<file path="src/rtl/wb_bram_ctrl_pkg.sv">
// Shared types, widths and helpers for the Wishbone block-RAM port-A controller.
// Optional error response is enabled by WB_BRAM_CTRL_ERR_EN (see wb_bram_ctrl.sv).
package wb_bram_ctrl_pkg;

  localparam int unsigned WB_DW = 32;
  localparam int unsigned WB_SW = 4;

  typedef enum logic [2:0] {
    ST_IDLE,
    ST_RD,
    ST_WAIT,
    ST_WR,
    ST_ACK
  } state_t;

  // Bus request captured when a cycle is accepted
  typedef struct packed {
    logic             we;
    logic [WB_SW-1:0] sel;
    logic [WB_DW-1:0] dat;
  } wb_req_t;

  function automatic int unsigned log2_ceil(input int unsigned v);
    int unsigned r = 0;
    for (int unsigned i = 0; i < 31; i++) begin
      if ((32'd1 << i) < v) r = i + 1;
    end
    return r;
  endfunction

  // Lane index needs at least one bit even when a RAM word is a single lane
  function automatic int unsigned lane_width(input int unsigned ratio);
    return (log2_ceil(ratio) == 0) ? 1 : log2_ceil(ratio);
  endfunction

endpackage

</file>
<file path="src/rtl/wb_bram_lane_merge.sv">
// Combinational merge of a 32-bit bus write into one lane of a RAM word,
// replacing only the bytes whose select bit is set.
module wb_bram_lane_merge
  import wb_bram_ctrl_pkg::*;
#(
  parameter int unsigned RAM_WIDTH = 32,
  localparam int unsigned RATIO    = RAM_WIDTH / WB_DW,
  localparam int unsigned LANE_W   = lane_width(RATIO)
) (
  input  logic [RAM_WIDTH-1:0] word,
  input  logic [LANE_W-1:0]    lane,
  input  logic [WB_SW-1:0]     sel,
  input  logic [WB_DW-1:0]     data,
  output logic [RAM_WIDTH-1:0] merged_c
);

  for (genvar k = 0; k < RATIO; k++) begin : g_lane
    for (genvar b = 0; b < WB_SW; b++) begin : g_byte
      assign merged_c[k*WB_DW + b*8 +: 8] = (lane == LANE_W'(k) && sel[b])
                                            ? data[b*8 +: 8]
                                            : word[k*WB_DW + b*8 +: 8];
    end
  end

endmodule

</file>
<file path="src/rtl/wb_bram_ctrl.sv">
// Wishbone classic slave driving port A of a dual-port block RAM, with RMW for partial writes.
// Define WB_BRAM_CTRL_ERR_EN to error-acknowledge out-of-range addresses instead of wrapping.
module wb_bram_ctrl
  import wb_bram_ctrl_pkg::*;
#(
  parameter int unsigned RAM_WIDTH     = 32,
  parameter int unsigned RAM_ADDRWIDTH = 10,
  parameter int unsigned RAM_DEPTH     = 1024,
  parameter int unsigned RAM_LATENCY   = 2
) (
  input  logic                     wb_clk_i,
  input  logic                     wb_rst_i,
  input  logic                     wb_cyc_i,
  input  logic                     wb_stb_i,
  input  logic                     wb_we_i,
  input  logic [WB_SW-1:0]         wb_sel_i,
  input  logic [31:0]              wb_adr_i,
  input  logic [WB_DW-1:0]         wb_dat_i,
  output logic [WB_DW-1:0]         wb_dat_o,
  output logic                     wb_ack_o,
  output logic                     wb_err_o,
  output logic                     ram_en,
  output logic                     ram_we,
  output logic [RAM_ADDRWIDTH-1:0] ram_addr,
  output logic [RAM_WIDTH-1:0]     ram_din,
  input  logic [RAM_WIDTH-1:0]     ram_dout
);

  localparam int unsigned RATIO    = RAM_WIDTH / WB_DW;
  localparam int unsigned SEL_BITS = log2_ceil(RATIO);
  localparam int unsigned LANE_W   = lane_width(RATIO);
  localparam int unsigned CNT_W    = log2_ceil(RAM_LATENCY) + 1;
  localparam int unsigned WORD_LSB = 2 + SEL_BITS;

  if (RAM_LATENCY == 0 || 64'(RAM_DEPTH) > (64'd1 << RAM_ADDRWIDTH)) begin : g_bad_cfg
    $error("wb_bram_ctrl: unsupported RAM_LATENCY or RAM_DEPTH");
  end

  state_t                   state;
  logic [CNT_W-1:0]         cnt;
  wb_req_t                  req;
  logic [LANE_W-1:0]        req_lane;
  logic                     err_q;

  logic [LANE_W-1:0]        lane_c;
  logic [RAM_ADDRWIDTH-1:0] word_c;
  logic                     addr_err_c;
  logic                     full_wr_c;
  logic [RAM_WIDTH-1:0]     merged_c;
  logic [WB_DW-1:0]         rd_lane_c;
  logic                     unused_c;

  assign lane_c    = LANE_W'((wb_adr_i >> 2) & WB_DW'(RATIO - 1));
  assign word_c    = RAM_ADDRWIDTH'(wb_adr_i >> WORD_LSB);
  assign full_wr_c = (RATIO == 1) && wb_we_i && (wb_sel_i == {WB_SW{1'b1}});

`ifdef WB_BRAM_CTRL_ERR_EN
  localparam int unsigned TOP_LSB = WORD_LSB + RAM_ADDRWIDTH;
  assign addr_err_c = (WB_DW'(word_c) >= WB_DW'(RAM_DEPTH)) || ((wb_adr_i >> TOP_LSB) != '0);
  assign wb_err_o   = err_q;
`else
  assign addr_err_c = 1'b0;
  assign wb_err_o   = 1'b0;
`endif

  // Byte-address low bits never select anything; upper bits only matter for error checks
  assign unused_c = ^{wb_adr_i, err_q};

  // Lane select of the RAM read word, built as an AND-OR chain
  logic [RATIO:0][WB_DW-1:0] rd_acc;
  assign rd_acc[0] = '0;
  for (genvar k = 0; k < RATIO; k++) begin : g_rd
    assign rd_acc[k+1] = rd_acc[k] | ((req_lane == LANE_W'(k)) ? ram_dout[k*WB_DW +: WB_DW] : '0);
  end
  assign rd_lane_c = rd_acc[RATIO];

  wb_bram_lane_merge #(
    .RAM_WIDTH(RAM_WIDTH)
  ) u_merge (
    .word    (ram_dout),
    .lane    (req_lane),
    .sel     (req.sel),
    .data    (req.dat),
    .merged_c(merged_c)
  );

  // Controller FSM; single-cycle strobes default low each clock
  always_ff @(posedge wb_clk_i) begin
    if (wb_rst_i) begin
      state    <= ST_IDLE;
      cnt      <= '0;
      req      <= '0;
      req_lane <= '0;
      err_q    <= 1'b0;
      wb_ack_o <= 1'b0;
      wb_dat_o <= '0;
      ram_en   <= 1'b0;
      ram_we   <= 1'b0;
      ram_addr <= '0;
      ram_din  <= '0;
    end else begin
      wb_ack_o <= 1'b0;
      err_q    <= 1'b0;
      ram_en   <= 1'b0;
      ram_we   <= 1'b0;
      case (state)
        ST_IDLE: begin
          if (wb_cyc_i && wb_stb_i) begin
            req      <= '{we: wb_we_i, sel: wb_sel_i, dat: wb_dat_i};
            req_lane <= lane_c;
            ram_addr <= word_c;
            if (addr_err_c) begin
              err_q <= 1'b1;
              state <= ST_ACK;
            end else if (full_wr_c) begin
              ram_en  <= 1'b1;
              ram_we  <= 1'b1;
              ram_din <= RAM_WIDTH'(wb_dat_i);
              state   <= ST_WR;
            end else begin
              ram_en <= 1'b1;
              state  <= ST_RD;
            end
          end
        end
        ST_RD: begin
          if (!wb_cyc_i) begin
            state <= ST_IDLE;
          end else begin
            cnt   <= CNT_W'(RAM_LATENCY - 1);
            state <= ST_WAIT;
          end
        end
        ST_WAIT: begin
          if (!wb_cyc_i) begin
            state <= ST_IDLE;
          end else if (cnt != '0) begin
            cnt <= cnt - CNT_W'(1);
          end else if (req.we) begin
            // An all-zero byte select still walks the RMW path but never touches the RAM
            ram_din <= merged_c;
            ram_en  <= |req.sel;
            ram_we  <= |req.sel;
            state   <= ST_WR;
          end else begin
            wb_dat_o <= rd_lane_c;
            wb_ack_o <= 1'b1;
            state    <= ST_ACK;
          end
        end
        ST_WR: begin
          if (!wb_cyc_i) begin
            state <= ST_IDLE;
          end else begin
            wb_ack_o <= 1'b1;
            state    <= ST_ACK;
          end
        end
        ST_ACK: begin
          state <= ST_IDLE;
        end
        default: begin
          state <= ST_IDLE;
        end
      endcase
    end
  end

endmodule

</file>
<file path="config.mk">
export PLATFORM = sky130hd
export DESIGN_NAME = wb_bram_ctrl
export DESIGN_NICKNAME = d
export VERILOG_FILES = /design/src/rtl/wb_bram_ctrl_pkg.sv /design/src/rtl/wb_bram_lane_merge.sv /design/src/rtl/wb_bram_ctrl.sv
export SDC_FILE = /design/constraint.sdc
export NUM_CORES = 1
export LEC_CHECK = 0
export ABC_AREA = 0
export CORE_MARGIN = 1.5
export CORE_UTILIZATION = 35
export DETAILED_ROUTE_END_ITERATION = 10
export PLACE_DENSITY_LB_ADDON = 0.25
export SETUP_SLACK_MARGIN = 0.05
export SYNTH_ARGS = -nofsm -noshare
export SYNTH_HDL_FRONTEND = slang
export SYNTH_SLANG_ARGS = --single-unit
export TNS_END_PERCENT = 50
</file>
<file path="constraint.sdc">
create_clock -name wb_clk_i -period 2.05 [get_ports wb_clk_i]
set_clock_uncertainty 0.2 [all_clocks]
set_input_delay 0.41 -clock wb_clk_i [delete_from_list [all_inputs] [get_ports wb_clk_i]]
set_output_delay 0.41 -clock wb_clk_i [all_outputs]
set_load 0.005 [all_outputs]
</file>
==> impl_metrics.ini <==
[critical_path]
critical_path_cell_count = 5
crit_type = flop to flop
crit-reg2reg-launch = state[0]$_SDFFE_PP0P_
critical_path.endpoint = ram_din[31]$_SDFFE_PP0P_
destination_of_the_worst_register_to_register_timing_path = ram_din[31]$_SDFFE_PP0P_
cell_depth_of_the_worst_flop_to_flop_path = 5
arrival_ns = 2.12
endpoint_kind = flop
cpLargestDelayFamily = simple AND/OR/NAND/NOR gates
path_cells = or2_1 > or4_4 > a22o_4 > clkbuf_16 > mux2i_1
critPathSlowestCell = sky130_fd_sc_hd__or4_4
crit_path_from = state[0]$_SDFFE_PP0P_
crit_buf_inv = 1
timing.reg2reg.setup_slack_ns = 0.06
crit_path_max_fanout = 7
worst_path_largest_cell_delay_ns = 0.50
critPathLaunchType = flop
cp.required_ns = 2.18

[layout]
final-instance-count-excl-fill = 963
mostFrequentLayoutCell = sky130_fd_sc_hd__nand2_1
post_route_cells_drive_above_1_share_pct = 9.37
antennaDiodeCount = 0
syn_to_final_growth_pct = 50.5
nFillCells = 1262
final_nets = 873
fin_area_sq_um = 7760
mostFrequentLayoutCells = sky130_fd_sc_hd__nand2_1, sky130_fd_sc_hd__clkdlybuf4s50_1, sky130_fd_sc_hd__dfxtp_1, sky130_fd_sc_hd__a21oi_1, sky130_fd_sc_hd__mux2i_1

[routing]
routed_vias_inst = 5.00
drt_pre_antenna_iters = 4
drtAntennaViolNets = 0
wire_per_inst_microns = 15.7
vias = 4817
postRouteWirelength_mm = 15.1
final_routed_drc_violation_total = 0
drtIter0Drc = 271

[grt]
overflow_left_after_global_routing = 0
first_global_vias = 4630
antenna_found_initial = 0
grt_first_pass_wirelength_mm = 23.8
globalRouteTotalUtil_pct = 19.3
grt_start_max_net_pins = 80

[timing]
unrepaired_setup_endpoints_after_global_routing = yes
worstMarginPinSlew_ns = 0.554
finalHoldViolCount = 0
achievable-frequency_mhz = 503
hold-worst-slack_ns = 0.123
slew_viol_final = 0
setup-violations-final = 0
finalWorstPathRequiredPeriod_ns = 1.99
post_route_clock_period_utilization_pct = 96.9
finalSetupTns_ns = 0
maxSlewHeadroom_pct = 63.0

[place]
dpl.hpwl_mm = 10.3
port_buffers = 159
placedCellCount = 929
placement.cell_area_sq_um = 7050
gp_congestion = 0.776

[clock_network]
clock_path_buffers = 2
htree_levels = 4
cts.hold.buffers_added = 0
tritoncts = yes
tritoncts_num_sinks = 119
clkSlewWorstSetupHoldPaths_ns = 0.05
clock-root-buffer = sky130_fd_sc_hd__clkbuf_16
cts_buffers = 17
worst_skew_late_latency_ns = 0.41

[power]
worst_ir_drop_vdd_mv = 0.528
p_leak_nw = 3.02
power-per-cell-area_nw_per_um2 = 791

[floorplanning]
dieWidth_microns = 124
floorplan.die.height_microns = 124
start_util_pct = 35.6
die_area_sq_um = 15500
placeableCoreArea_sq_um = 14500
placement_rows = 44
design.portCount = 183

[logic_synthesis]
flip_flop_and_latch_count_after_synthesis = 119
yosysTopAreaCell = sky130_fd_sc_hd__dfxtp_1
synth.area.top_cells = sky130_fd_sc_hd__dfxtp_1, sky130_fd_sc_hd__mux2i_1, sky130_fd_sc_hd__nand2_1, sky130_fd_sc_hd__a21oi_1, sky130_fd_sc_hd__a211o_1
synth-seq-area-share_pct = 46.2
synthDominantCellAreaShare_pct = 46.2
netlist_area_sq_um = 5150
mappedNetlistNets = 716
postSynthCellCount = 610
synth_cell_types = 39
synth_warnings = 0
avgSynthCellArea_sq_um = 8.45

[status]
outcome = complete, no violations

[run]
timing.max_cap.violations = 0

[hold_path]
hp-class = primary input to flop
-- Yosys cell counts --
master                     instances
sky130_fd_sc_hd__nand2_1         163
sky130_fd_sc_hd__dfxtp_1         119
sky130_fd_sc_hd__a21oi_1          84
sky130_fd_sc_hd__mux2i_1          64
sky130_fd_sc_hd__nor2_1           34
sky130_fd_sc_hd__a211o_1          32
sky130_fd_sc_hd__clkbuf_1         32
sky130_fd_sc_hd__nand2b_1         32
sky130_fd_sc_hd__buf_1             8
sky130_fd_sc_hd__buf_2             6
sky130_fd_sc_hd__inv_1             4
sky130_fd_sc_hd__buf_12            3
sky130_fd_sc_hd__nor4b_1           2
sky130_fd_sc_hd__o21ai_0           2
sky130_fd_sc_hd__a211oi_1          1
sky130_fd_sc_hd__a21o_1            1
sky130_fd_sc_hd__a22o_1            1
sky130_fd_sc_hd__a31oi_1           1
sky130_fd_sc_hd__and4b_1           1
sky130_fd_sc_hd__buf_4             1
sky130_fd_sc_hd__buf_6             1
sky130_fd_sc_hd__conb_1            1
sky130_fd_sc_hd__ha_1              1
sky130_fd_sc_hd__nand3_1           1
sky130_fd_sc_hd__nand3b_4          1
sky130_fd_sc_hd__nand4b_1          1
sky130_fd_sc_hd__nor2b_1           1
sky130_fd_sc_hd__nor3_1            1
sky130_fd_sc_hd__nor3b_1           1
sky130_fd_sc_hd__nor3b_2           1
sky130_fd_sc_hd__nor4_1            1
sky130_fd_sc_hd__o211ai_1          1
sky130_fd_sc_hd__o32ai_1           1
sky130_fd_sc_hd__or2_1             1
sky130_fd_sc_hd__or2_2             1
sky130_fd_sc_hd__or3_1             1
sky130_fd_sc_hd__or3_2             1
sky130_fd_sc_hd__or3b_2            1
sky130_fd_sc_hd__or4_4             1
-- worst min-delay path by stage --
stage                                        start                       end  slack [ns]  cells after the start
final                                  wb_sel_i[2]      req[34]$_SDFFE_PP0P_        0.12                      3
after CTS                                 wb_rst_i  ram_addr[9]$_SDFFE_PP0P_        0.11                      2
after floorplan                cnt[1]$_SDFFE_PP0P_       cnt[1]$_SDFFE_PP0P_        0.23                      2
after global routing                   wb_sel_i[2]      req[34]$_SDFFE_PP0P_        0.13                      3
after detailed placement  wb_dat_o[1]$_SDFFE_PP0P_  wb_dat_o[1]$_SDFFE_PP0P_        0.25                      2
after global placement         cnt[1]$_SDFFE_PP0P_       cnt[1]$_SDFFE_PP0P_        0.24                      2
-- power by group --
part	switching [mW]	leakage [nW]	internal [mW]
clock network	1.03	0.302	2.06
registers	0.0384	0.966	2.38
logic	0.279	1.75	0.351
-- tightest hold or removal path, delay by kind of cell --
family	cells	cell delay (ns)
buffers and inverters	1	0.14
and+or+nand+nor	1	0.08
AOI/OAI and AO/OA	1	0.06
-- per-stage QoR --
stage	setup WS, ns	utilization (%)	total power, mW
global route	0.0401	53.6	6.37
floorplan	0.0489	-	2.75
CTS	0.0542	53.0	6.18
finish	0.0627	53.6	6.14
global placement	-0.388	48.7	3.07
detailed placement	-0.406	48.7	3.09
-- per-layer routing --
| layer | up-vias | share of wire [%] | routed length (microns) | GRT usage [%] |
|---|---|---|---|---|
| met3 | 20 | 5.7 | 861 | 5.41 |
| met2 | 148 | 48 | 7290 | 31.8 |
| li1 | 2365 | - | - | - |
| met4 | 0 | 1.4 | 209 | 7.23 |
| met1 | 2284 | 45 | 6750 | 23.9 |
| met5 | - | 0 | 0 | 0 |
-- state kept, by name, indices dropped and copies added (netlist names) --
name and cells:
cnt 2, ram_addr 10, ram_din 32, ram_en 1, ram_we 1, req 37
state 3, wb_ack_o 1, wb_dat_o 32
-- cells by family (layout without fill, tap and decap cells) --
logic type               after synthesis  count (layout)  share of synthesized area [%]
other                                  1               1                         0.0727
buffers and inverters                 55             224                           5.32
multiplexers                          64              64                           12.4
flip-flops                           119             119                           46.2
adder cells (fa/ha/maj)                1               1                          0.243
AO/OA/AOI/OAI                        124             124                           14.7
AND/OR/NAND/NOR                      246             246                           21.0
-- area by class of cell --
class / count / area, sq um / share of cell area, %
Clock buffer: 24 / 502 / 6.47
Inverter: 4 / 15.0 / 0.194
Tap cell: 184 / 230 / 2.97
Sequential cell: 119 / 2380 / 30.7
Multi-Input combinational cell: 436 / 2540 / 32.7
Timing Repair Buffer: 189 / 1970 / 25.4
Clock inverter: 7 / 116 / 1.50
-- what timing repair did --
action / in CTS / in global routing
setup endpoints to repair: 32 / 17
buffers inserted: 0 / 1
cloned: 0 / 2
gates resized for setup: 1 / 8
hold endpoints to repair: 0 / 0
pin swaps: 1 / 4
Note: power is estimated with default switching activity, not from simulation.
